### src/rtl/bcd4_to_bin_pkg.sv
// ---------------------------------------------------------------------------
// bcd4_to_bin_pkg
//
// Purpose:
//   Shared constants, state encoding and small arithmetic helpers for the
//   four-digit BCD to binary converter.  The forward converter (bcd4digit)
//   imports the same package, so both directions agree on digit width,
//   result width and the largest legal BCD digit.
//
// Contents:
//   DIGIT_W    width of one BCD digit
//   VALUE_W    width of the binary result / accumulator
//   NDIGITS    number of BCD digits converted
//   BCD_MAX    largest legal BCD digit value
//   IDX_W      width of the digit index
//   state_t    converter FSM states IDLE, X5, X2, DONE
//   times5     acc*5 built from a shift and an add
//   times2_add acc*2 + digit built from a shift and an add
// ---------------------------------------------------------------------------
package bcd4_to_bin_pkg;

    localparam int DIGIT_W = 4;
    localparam int VALUE_W = 14;
    localparam int NDIGITS = 4;
    localparam int BCD_MAX = 9;
    localparam int IDX_W   = 2;

    // Sized copies so comparisons and index tests need no width casts.
    localparam logic [DIGIT_W-1:0] BCD_MAX_D = DIGIT_W'(BCD_MAX);
    localparam logic [IDX_W-1:0]   LAST_IDX  = IDX_W'(NDIGITS - 1);

    typedef enum logic [1:0] {
        IDLE = 2'd0,
        X5   = 2'd1,
        X2   = 2'd2,
        DONE = 2'd3
    } state_t;

    // Multiply by five as (acc << 2) + acc; the result wraps at VALUE_W bits.
    function automatic logic [VALUE_W-1:0] times5(input logic [VALUE_W-1:0] acc);
        logic [VALUE_W-1:0] shifted;
        shifted = acc << 2;
        return shifted + acc;
    endfunction

    // Multiply by two and add a zero-extended digit; wraps at VALUE_W bits.
    function automatic logic [VALUE_W-1:0] times2_add(
        input logic [VALUE_W-1:0] acc,
        input logic [DIGIT_W-1:0] digit
    );
        logic [VALUE_W-1:0] shifted;
        logic [VALUE_W-1:0] digit_ext;
        shifted   = acc << 1;
        digit_ext = {{(VALUE_W - DIGIT_W){1'b0}}, digit};
        return shifted + digit_ext;
    endfunction

endpackage

### src/rtl/bcd4_to_bin_digit_valid.sv
// ---------------------------------------------------------------------------
// bcd_digit_valid
//
// Purpose:
//   Purely combinational check that a four-bit value is a legal BCD digit
//   (0..9).  The converter instantiates one per input digit.
//
// Ports:
//   digit  in  DIGIT_W  candidate BCD digit
//   valid  out 1        high when digit <= BCD_MAX
// ---------------------------------------------------------------------------
module bcd_digit_valid
    import bcd4_to_bin_pkg::*;
(
    input  logic [DIGIT_W-1:0] digit,
    output logic               valid
);

    assign valid = (digit <= BCD_MAX_D);

endmodule

### src/rtl/bcd4_to_bin.sv
// ---------------------------------------------------------------------------
// bcd4_to_bin
//
// Purpose:
//   Converts four BCD digits (A = thousands .. D = units) into a 14-bit
//   binary value with a fixed eight-cycle latency.  Each digit costs two
//   cycles: X5 multiplies the accumulator by five, X2 doubles it and adds
//   the next digit, which together form acc*10 + digit using only shifts
//   and adds.  Digits are captured when start is accepted so later input
//   changes cannot disturb a running conversion.
//
// Ports:
//   clk    in  1   rising-edge clock
//   rst    in  1   asynchronous active-high reset
//   start  in  1   single-cycle conversion request (accepted in IDLE/DONE)
//   A      in  4   BCD thousands digit
//   B      in  4   BCD hundreds digit
//   C      in  4   BCD tens digit
//   D      in  4   BCD units digit
//   value  out 14  binary result, registered, held in DONE
//   ready  out 1   result valid, registered
//   busy   out 1   conversion in progress, registered
//   err    out 1   last accepted input held a digit > 9, registered
// ---------------------------------------------------------------------------
module bcd4_to_bin
    import bcd4_to_bin_pkg::*;
(
    input  logic               clk,
    input  logic               rst,
    input  logic               start,
    input  logic [DIGIT_W-1:0] A,
    input  logic [DIGIT_W-1:0] B,
    input  logic [DIGIT_W-1:0] C,
    input  logic [DIGIT_W-1:0] D,
    output logic [VALUE_W-1:0] value,
    output logic               ready,
    output logic               busy,
    output logic               err
);

    // FSM state and datapath registers with their next-state values.
    state_t                     state_q, state_d;
    logic [VALUE_W-1:0]         acc_q, acc_d;
    logic [IDX_W-1:0]           idx_q, idx_d;
    logic [DIGIT_W-1:0]         dig_a_q, dig_a_d;
    logic [DIGIT_W-1:0]         dig_b_q, dig_b_d;
    logic [DIGIT_W-1:0]         dig_c_q, dig_c_d;
    logic [DIGIT_W-1:0]         dig_d_q, dig_d_d;
    logic [VALUE_W-1:0]         value_q, value_d;
    logic                       ready_q, ready_d;
    logic                       busy_q, busy_d;
    logic                       err_q, err_d;

    // Validity of the live input digits, evaluated at the accept edge.
    logic [NDIGITS-1:0]         digit_ok;
    logic                       any_bad;

    // Digit chosen by the current index and the X2 step result.
    logic [DIGIT_W-1:0]         cur_digit;
    logic [VALUE_W-1:0]         acc_x2;

    bcd_digit_valid u_valid_a (.digit(A), .valid(digit_ok[0]));
    bcd_digit_valid u_valid_b (.digit(B), .valid(digit_ok[1]));
    bcd_digit_valid u_valid_c (.digit(C), .valid(digit_ok[2]));
    bcd_digit_valid u_valid_d (.digit(D), .valid(digit_ok[3]));

    assign any_bad = ~(&digit_ok);

    // Index 0 selects the most significant digit so that repeated
    // acc*10 + digit builds the number from the thousands digit downwards.
    always_comb begin
        cur_digit = dig_a_q;
        case (idx_q)
            2'd0:    cur_digit = dig_a_q;
            2'd1:    cur_digit = dig_b_q;
            2'd2:    cur_digit = dig_c_q;
            default: cur_digit = dig_d_q;
        endcase
    end

    assign acc_x2 = times2_add(acc_q, cur_digit);

    // Next-state and output logic.  Everything holds by default; start is
    // only honoured in IDLE and DONE, so a request while busy is dropped.
    // Leaving X2 on the last digit loads value, raises ready and drops busy
    // on one edge, which keeps ready and busy mutually exclusive.
    always_comb begin
        state_d = state_q;
        acc_d   = acc_q;
        idx_d   = idx_q;
        dig_a_d = dig_a_q;
        dig_b_d = dig_b_q;
        dig_c_d = dig_c_q;
        dig_d_d = dig_d_q;
        value_d = value_q;
        ready_d = ready_q;
        busy_d  = busy_q;
        err_d   = err_q;

        case (state_q)
            IDLE, DONE: begin
                if (start) begin
                    dig_a_d = A;
                    dig_b_d = B;
                    dig_c_d = C;
                    dig_d_d = D;
                    acc_d   = '0;
                    idx_d   = '0;
                    ready_d = 1'b0;
                    busy_d  = 1'b1;
                    err_d   = any_bad;
                    state_d = X5;
                end
            end

            X5: begin
                acc_d   = times5(acc_q);
                state_d = X2;
            end

            X2: begin
                acc_d = acc_x2;
                if (idx_q == LAST_IDX) begin
                    // An invalid input reports zero rather than a
                    // meaningless partial conversion.
                    value_d = err_q ? '0 : acc_x2;
                    ready_d = 1'b1;
                    busy_d  = 1'b0;
                    state_d = DONE;
                end else begin
                    idx_d   = idx_q + 1'b1;
                    state_d = X5;
                end
            end

            default: begin
                state_d = IDLE;
            end
        endcase
    end

    // State and datapath registers; reset aborts any conversion at once.
    always_ff @(posedge clk or posedge rst) begin
        if (rst) begin
            state_q <= IDLE;
            acc_q   <= '0;
            idx_q   <= '0;
            dig_a_q <= '0;
            dig_b_q <= '0;
            dig_c_q <= '0;
            dig_d_q <= '0;
            value_q <= '0;
            ready_q <= 1'b0;
            busy_q  <= 1'b0;
            err_q   <= 1'b0;
        end else begin
            state_q <= state_d;
            acc_q   <= acc_d;
            idx_q   <= idx_d;
            dig_a_q <= dig_a_d;
            dig_b_q <= dig_b_d;
            dig_c_q <= dig_c_d;
            dig_d_q <= dig_d_d;
            value_q <= value_d;
            ready_q <= ready_d;
            busy_q  <= busy_d;
            err_q   <= err_d;
        end
    end

    assign value = value_q;
    assign ready = ready_q;
    assign busy  = busy_q;
    assign err   = err_q;

endmodule

### config.mk
export PLATFORM = sky130hd
export DESIGN_NAME = bcd4_to_bin
export DESIGN_NICKNAME = d
export VERILOG_FILES = /design/src/rtl/bcd4_to_bin_pkg.sv /design/src/rtl/bcd4_to_bin_digit_valid.sv /design/src/rtl/bcd4_to_bin.sv
export SDC_FILE = /design/constraint.sdc
export NUM_CORES = 1
export LEC_CHECK = 0
export ABC_AREA = 1
export BUFFER_PORTS_ARGS = -buffer_cell sky130_fd_sc_hd__buf_2
export CAP_MARGIN = 30
export CORE_MARGIN = 10
export CORE_UTILIZATION = 34
export CTS_BUF_LIST = sky130_fd_sc_hd__clkbuf_16
export DETAILED_ROUTE_END_ITERATION = 16
export PLACE_DENSITY = 0.56
export SETUP_SLACK_MARGIN = 0.5
export SLEW_MARGIN = 30
export SYNTH_ARGS = -nofsm -noshare
export SYNTH_HDL_FRONTEND = slang
export SYNTH_SLANG_ARGS = --single-unit
### constraint.sdc
create_clock -name clk -period 2.1 [get_ports clk]
set_input_delay 0.42 -clock clk [delete_from_list [all_inputs] [get_ports clk]]
set_output_delay 0.42 -clock clk [all_outputs]
set_load 0.05 [all_outputs]
==> results of run 1 <==
## power breakdown
group,internal [mW],switching (mW)
Sequential,1.25,0.296
Combinational,0.991,1.48
Clock,0.427,0.343
## logic make-up after synthesis
logic type / after synthesis / share of synthesized area (%)
AOI/OAI and AO/OA: 50 / 9.498
DFF: 50 / 39.90
adders and majority gates: 22 / 9.258
xor gates and xnor gates: 6 / 1.676
and+or+nand+nor: 226 / 32.72
buffers and inverters: 54 / 6.943
## registers in the layout, summed over array words and instances (netlist names)
| register | count |
|---|---|
| dig_a_q | 4 |
| dig_b_q | 4 |
| err | 1 |
| value | 14 |
| idx_q | 2 |
| dig_d_q | 4 |
| ready | 1 |
| state_q | 2 |
| dig_c_q | 4 |
| acc_q | 13 |
| busy | 1 |
## per-stage QoR
stage / setup TNS, ns / cell area (um^2)
3_3_place_gp: -0.1634 / 3567
5_1_grt: -3.242 / 3998
4_1_cts: -0.5220 / 3844
3_5_place_dp: -0.6350 / 3567
6_report: -0.9777 / 3998
2_1_floorplan: 0 / 3173
## placed cells by master (no fill, tap or decap), types with 2 or more instances in the layout
master and instances:
nand2_1 133, dfrtp_1 50, inv_1 39, nand3_1 36, buf_2 35, buf_4 23
nor2_1 21, o21ai_0 16, ha_1 14, a21oi_1 13, inv_2 9, nand2_2 8
nand3_2 7, nand4_1 5, o211ai_1 5, clkbuf_16 5, ha_4 4, nor2_4 3
nand2_4 3, nor2_8 2, o21ai_1 2, xor2_2 2, xnor2_1 2, nand3b_1 2
ha_2 2, buf_6 2
## cell usage after synthesis (3+ instances only)
cell type,instances,area (um^2)
buf_2,3,15.01
nand4_1,5,31.28
a21oi_1,14,70.07
xnor2_1,4,35.03
dfrtp_1,50,1251
ha_1,20,250.2
nand2_2,3,18.77
inv_2,3,11.26
nand3_1,42,210.2
o21ai_0,19,95.09
nor2_1,21,78.83
o211ai_1,5,37.54
nand2_1,141,529.3
inv_1,45,168.9
## routing by layer
| layer | global-route usage [%] | share of wire [%] |
|---|---|---|
| met1 | 17.56 | 49 |
| met4 | 3.336 | 1.0 |
| met2 | 20.25 | 46 |
| met3 | 2.842 | 3.6 |
| met5 | 0 | 0 |
## area by class of cell
class | count | area, um^2 | share of cell area (%)
multi-input combinational | 304 | 1902 | 47.57
sequential | 50 | 1251 | 31.30
timing repair buffer | 61 | 390.4 | 9.765
inverter | 48 | 186.4 | 4.664
tap | 108 | 135.1 | 3.380
clock buffer | 5 | 125.1 | 3.130
clock inverter | 2 | 7.507 | 0.1878
## worst register-to-register path, cell delays in order, from the launching register on
cell and delay, ns:
dfrtp_1 0.40, inv_2 0.10, ha_4 0.19, a21oi_2 0.13, a32oi_2 0.11, ha_2 0.21, fa_2 0.38, nand2_2 0.09
nand2_4 0.08, nand2_4 0.08, inv_2 0.03, a21o_1 0.16, nand3_1 0.07, nand3_1 0.07
## timing repair
action                                  CTS  global route
setup buffers                             7             4
endpoints found under the setup margin   39            31
gates resized for setup                  18            27
pin swaps                                 9            19
## how the worst max path moves through the flow
stage                            to  cells past startpoint
after CTS                 acc_q[11]                     13
after floorplan            acc_q[9]                     13
after global placement    acc_q[11]                     13
after global routing       acc_q[9]                     13
after detailed placement  acc_q[11]                     13
final                      acc_q[9]                     13
==> impl_metrics.yaml, run 1 <==
outcome:
  status: "finished with violations"
  violations: "setup timing"
cts:
  clock-sinks: 50
  clk_latency_ns: 0.29
  path_clk_slew_ns: 0.07
  cts_hold_buf: 0
  clock-root-buffer: "clkbuf_16"
  htree_levels: 2
  cts_tree: "built"
  cts_max_path_buffers: 2
  numCtsBuffers: 5
placement:
  dpl.hpwl_um: 6453
  dp_cells: 560
  port_buffers: 35
  gp_congestion: 0.8752
  dpl_worst_slack_ns: -0.1130
timing:
  setup_viol: 18
  fin_crit_ns: 2.206
  rsz0062_at_grt: "yes"
  hold_slack_ns: 0.1825
  relSlewSlack_pct: 62.70
  fmax_mhz: 453.4
  finalHoldViolCount: 0
  drv_slew: 0
  worst_slack_ns: -0.1057
  fin_skew_ns: 0.007799
  fin_crit_sh_pct: 105.0
  worstMarginPinSlew_ns: 0.5584
routing:
  wl_per_cell_um: 14.64
  postRouteAntennaNets: 0
  vias: 2858
  wl_um: 8460
  viasPerCell: 4.945
  drt_pass1_iterations: 4
  route.detailed.drc: 0
  drtIter0Drc: 171
grt:
  gr-usage-all-layers_pct: 12.90
  grt_pass1_vias: 2820
  grt.overflow.total: 0
  antenna_found_initial: 0
  grt_pass1_wl_um: 13970
  grt_max_degree: 27
cells_and_area:
  final_cells: 578
  antenna-diode-count: 0
  fin_nets: 511
  drive_above_1_share_pct: 26.38
  fill_cells: 893
  fin_util_pct: 45.18
  syn_to_final_growth_pct: 27.49
flow_run:
  drv_cap: 0
critical_path:
  r2r_setup_slack_ns: -0.11
  worst_setup_path_start_kind: "flip-flop"
  worstSetupEndpointType: "flip-flop"
  r2r-end: "acc_q[9]"
  crit_type: "flip-flop to flip-flop"
  max_stage_delay_ns: 0.40
  reg2regPathDepth: 13
  critPathRequiredTime_ns: 2.28
  slowest_stage: "dfrtp_1"
  cp_max_fo: 4
  critical_path_arrival_ns: 2.38
  r2r-start: "idx_q[0]"
  path_delay_family: "adder cells"
  path_cells: "inv_2 > ha_4 > a21oi_2 > a32oi_2 > ha_2 > fa_2 > nand2_2 > nand2_4 > nand2_4 > inv_2 > a21o_1 > nand3_1 > nand3_1"
  startpoint: "idx_q[0]"
  worst-path-buf-inv: 2
power_and_ir_drop:
  max-vdd-ir-drop_uv: 607.5
  power.total_mw: 4.786
  power.leakage_nw: 2.119
  power_density_nw_per_um2: 1197
floorplan:
  fp.dieW_um: 116.0
  rows: 34
  core_area_um2: 8848
  initial_core_util_pct: 35.44
  die_area_um2: 13460
  die_h_um: 116.0
  ios: 36
synth:
  synth.distinct_cells: 37
  syn_area_um2: 3136
  synthCells: 408
  synthArstFlopShare_pct: 100.0
  synth_edf_count: 0
  synthesis.nets: 449
  synth-main-ff-cell: "dfrtp_1"
  avgSynthCellArea_um2: 7.685
  synth-seq-cells: 50
  ys_warn_count: 0
  seq_area_frac_synth_pct: 39.90
hold_path:
  hp-class: "input pin to async pin"
No activity file was read; power rests on OpenSTA's default activity.
==> inputs of run 2 (changes only) <==
--- a/config.mk
+++ b/config.mk
@@ -9,10 +9,10 @@
 export BUFFER_PORTS_ARGS = -buffer_cell sky130_fd_sc_hd__buf_2
 export CAP_MARGIN = 30
 export CORE_MARGIN = 10
-export CORE_UTILIZATION = 34
+export CORE_UTILIZATION = 53
 export CTS_BUF_LIST = sky130_fd_sc_hd__clkbuf_16
 export DETAILED_ROUTE_END_ITERATION = 16
-export PLACE_DENSITY = 0.56
+export PLACE_DENSITY = 0.79
 export SETUP_SLACK_MARGIN = 0.5
 export SLEW_MARGIN = 30
 export SYNTH_ARGS = -nofsm -noshare
==> impl_metrics.yaml, run 2 (synthesis results as in run 1) <==
outcome:
  status: "finished with violations"
  violations: "setup timing"
cts:
  cts_max_path_buffers: 2
  cts_hold_buf: 0
  path_clk_slew_ns: 0.07
  clock-root-buffer: "clkbuf_16"
  clk_latency_ns: 0.29
  clock-sinks: 50
  numCtsBuffers: 5
  htree_levels: 2
  cts_tree: "built"
routing:
  wl_um: 8631
  vias: 2984
  viasPerCell: 5.506
  drt_pass1_iterations: 5
  route.detailed.drc: 0
  wl_per_cell_um: 15.92
  drtIter0Drc: 214
  postRouteAntennaNets: 0
grt:
  grt_pass1_vias: 2889
  grt.overflow.total: 0
  grt_max_degree: 35
  gr-usage-all-layers_pct: 17.51
  grt_pass1_wl_um: 14030
  antenna_found_initial: 0
timing:
  fin_crit_sh_pct: 104.3
  finalHoldViolCount: 0
  worst_slack_ns: -0.09118
  fmax_mhz: 456.4
  fin_crit_ns: 2.191
  drv_slew: 0
  fin_skew_ns: 0.006381
  setup_viol: 13
  tns_ns: -0.6641
  worstMarginPinSlew_ns: 0.7209
  rsz0062_at_grt: "yes"
  relSlewSlack_pct: 51.84
power_and_ir_drop:
  pwr-share-seq_pct: 31.0
  switching_share_pct: 43.01
  internal-power_mw: 2.869
  power.leakage_nw: 2.108
  max-vdd-ir-drop_uv: 1014
  pwr-share-clk_pct: 20.7
  comb_power_share_pct: 48.3
  power_density_nw_per_um2: 1282
  p_sw_mw: 2.165
cells_and_area:
  layout_common_cells: "nand2_1 (135), dfrtp_1 (50), inv_1 (40), nand3_1 (37), buf_2 (35)"
  fin_util_pct: 70.01
  fin_nets: 510
  fin_area_um2: 3926
  largest_reg_flops: 14
  drive_above_1_share_pct: 24.26
  syn_to_final_growth_pct: 25.22
  mostFrequentLayoutCell: "nand2_1"
  final_cells: 542
  antenna-diode-count: 0
floorplan:
  die_h_um: 96.92
  initial_core_util_pct: 55.91
  rows: 27
  die_area_um2: 9393
  fp.dieW_um: 96.92
  ios: 36
  core_area_um2: 5608
critical_path:
  worst_setup_path_start_kind: "flip-flop"
  cp_max_fo: 4
  worstSetupEndpointType: "flip-flop"
  crit_type: "flip-flop to flip-flop"
  critPathRequiredTime_ns: 2.27
  critical_path_arrival_ns: 2.36
placement:
  dpl.hpwl_um: 6158
  gp_congestion: 0.8806
  placed_area_um2: 3487
  port_buffers: 35
  dp_cells: 521
hold_path:
  hp-class: "input pin to async pin"
flow_run:
  drv_cap: 0
-- run 2: cell count changes in the layout (fill, tap and decap cells not counted), moves of 2 or more --
cell | before | now
o21ai_1 | 2 | 4
inv_2 | 9 | 7
bufinv_16 | 0 | 2
buf_6 | 2 | 0
nand2_1 | 133 | 135
xor2_2 | 2 | 0
buf_4 | 23 | 25
o21ai_0 | 16 | 14
-- run 2: path summary, 6_finish.rpt --
kind	startpoint	end	slack [ns]	depth (start not counted)
max	idx_q[1]	acc_q[5]	-0.09	11
min	rst	value[5]	0.23	2
max reg2reg	idx_q[1]	acc_q[5]	-0.09	11
min reg2reg	dig_d_q[0]	dig_d_q[0]	0.48	2
max in group asynchronous	rst	value[13]	1.28	3
min in group clk	D[0]	dig_d_q[0]	0.32	3
-- run 2: routing by layer --
layer / up-vias / part of all wire (%) / track usage, %
met4: 0 / 1.5 / 5.524
met5: - / 0 / 0
met2: 103 / 49 / 28.68
li1: 1455 / - / -
met3: 11 / 5.3 / 4.045
met1: 1415 / 44 / 22.13
-- run 2: power by group through the flow --
stage                     Clock, mW  Sequential [mW]  Combinational, mW
after floorplan                   0             1.63               1.33
after global placement            0             1.54               1.90
after detailed placement          0             1.55               1.97
after CTS                      1.04             1.55               2.31
after global routing           1.08             1.59               2.65
final                          1.04             1.56               2.43
-- run 2: repair_timing --
item | CTS | global route
pin swaps | 7 | 12
resized for setup | 19 | 12
setup endpoints to repair | 39 | 31
setup buffers | 6 | 7
-- run 2: through the flow --
stage	worst slack, ns	total power [mW]	hold WS, ns
2_1_floorplan	0.04234	2.957	0.4436
3_5_place_dp	-0.1286	3.518	0.4657
5_1_grt	-0.1770	5.318	0.3028
6_report	-0.09118	5.034	0.2329
3_3_place_gp	-0.002534	3.443	0.4589
4_1_cts	-0.05286	4.892	0.2589
-- run 2: critical path, stage by stage (launching register included) --
cell and delay, ns:
dfrtp_1 0.41, buf_4 0.15, ha_4 0.17, nand2_2 0.05, a32oi_1 0.10, ha_2 0.22, fa_2 0.38, nand2_2 0.09
nand2_4 0.08, nand2_4 0.07, xor2_1 0.24, o211ai_1 0.11
-- run 2: layout make-up --
class                      instances  area [um^2]
multi-input combinational        304         1849
clock inverter                     3        63.81
inverter                          48        183.9
sequential                        50         1251
timing repair buffer              60        362.8
clock buffer                       5        125.1
fill                             443         1682
tap                               72        90.09
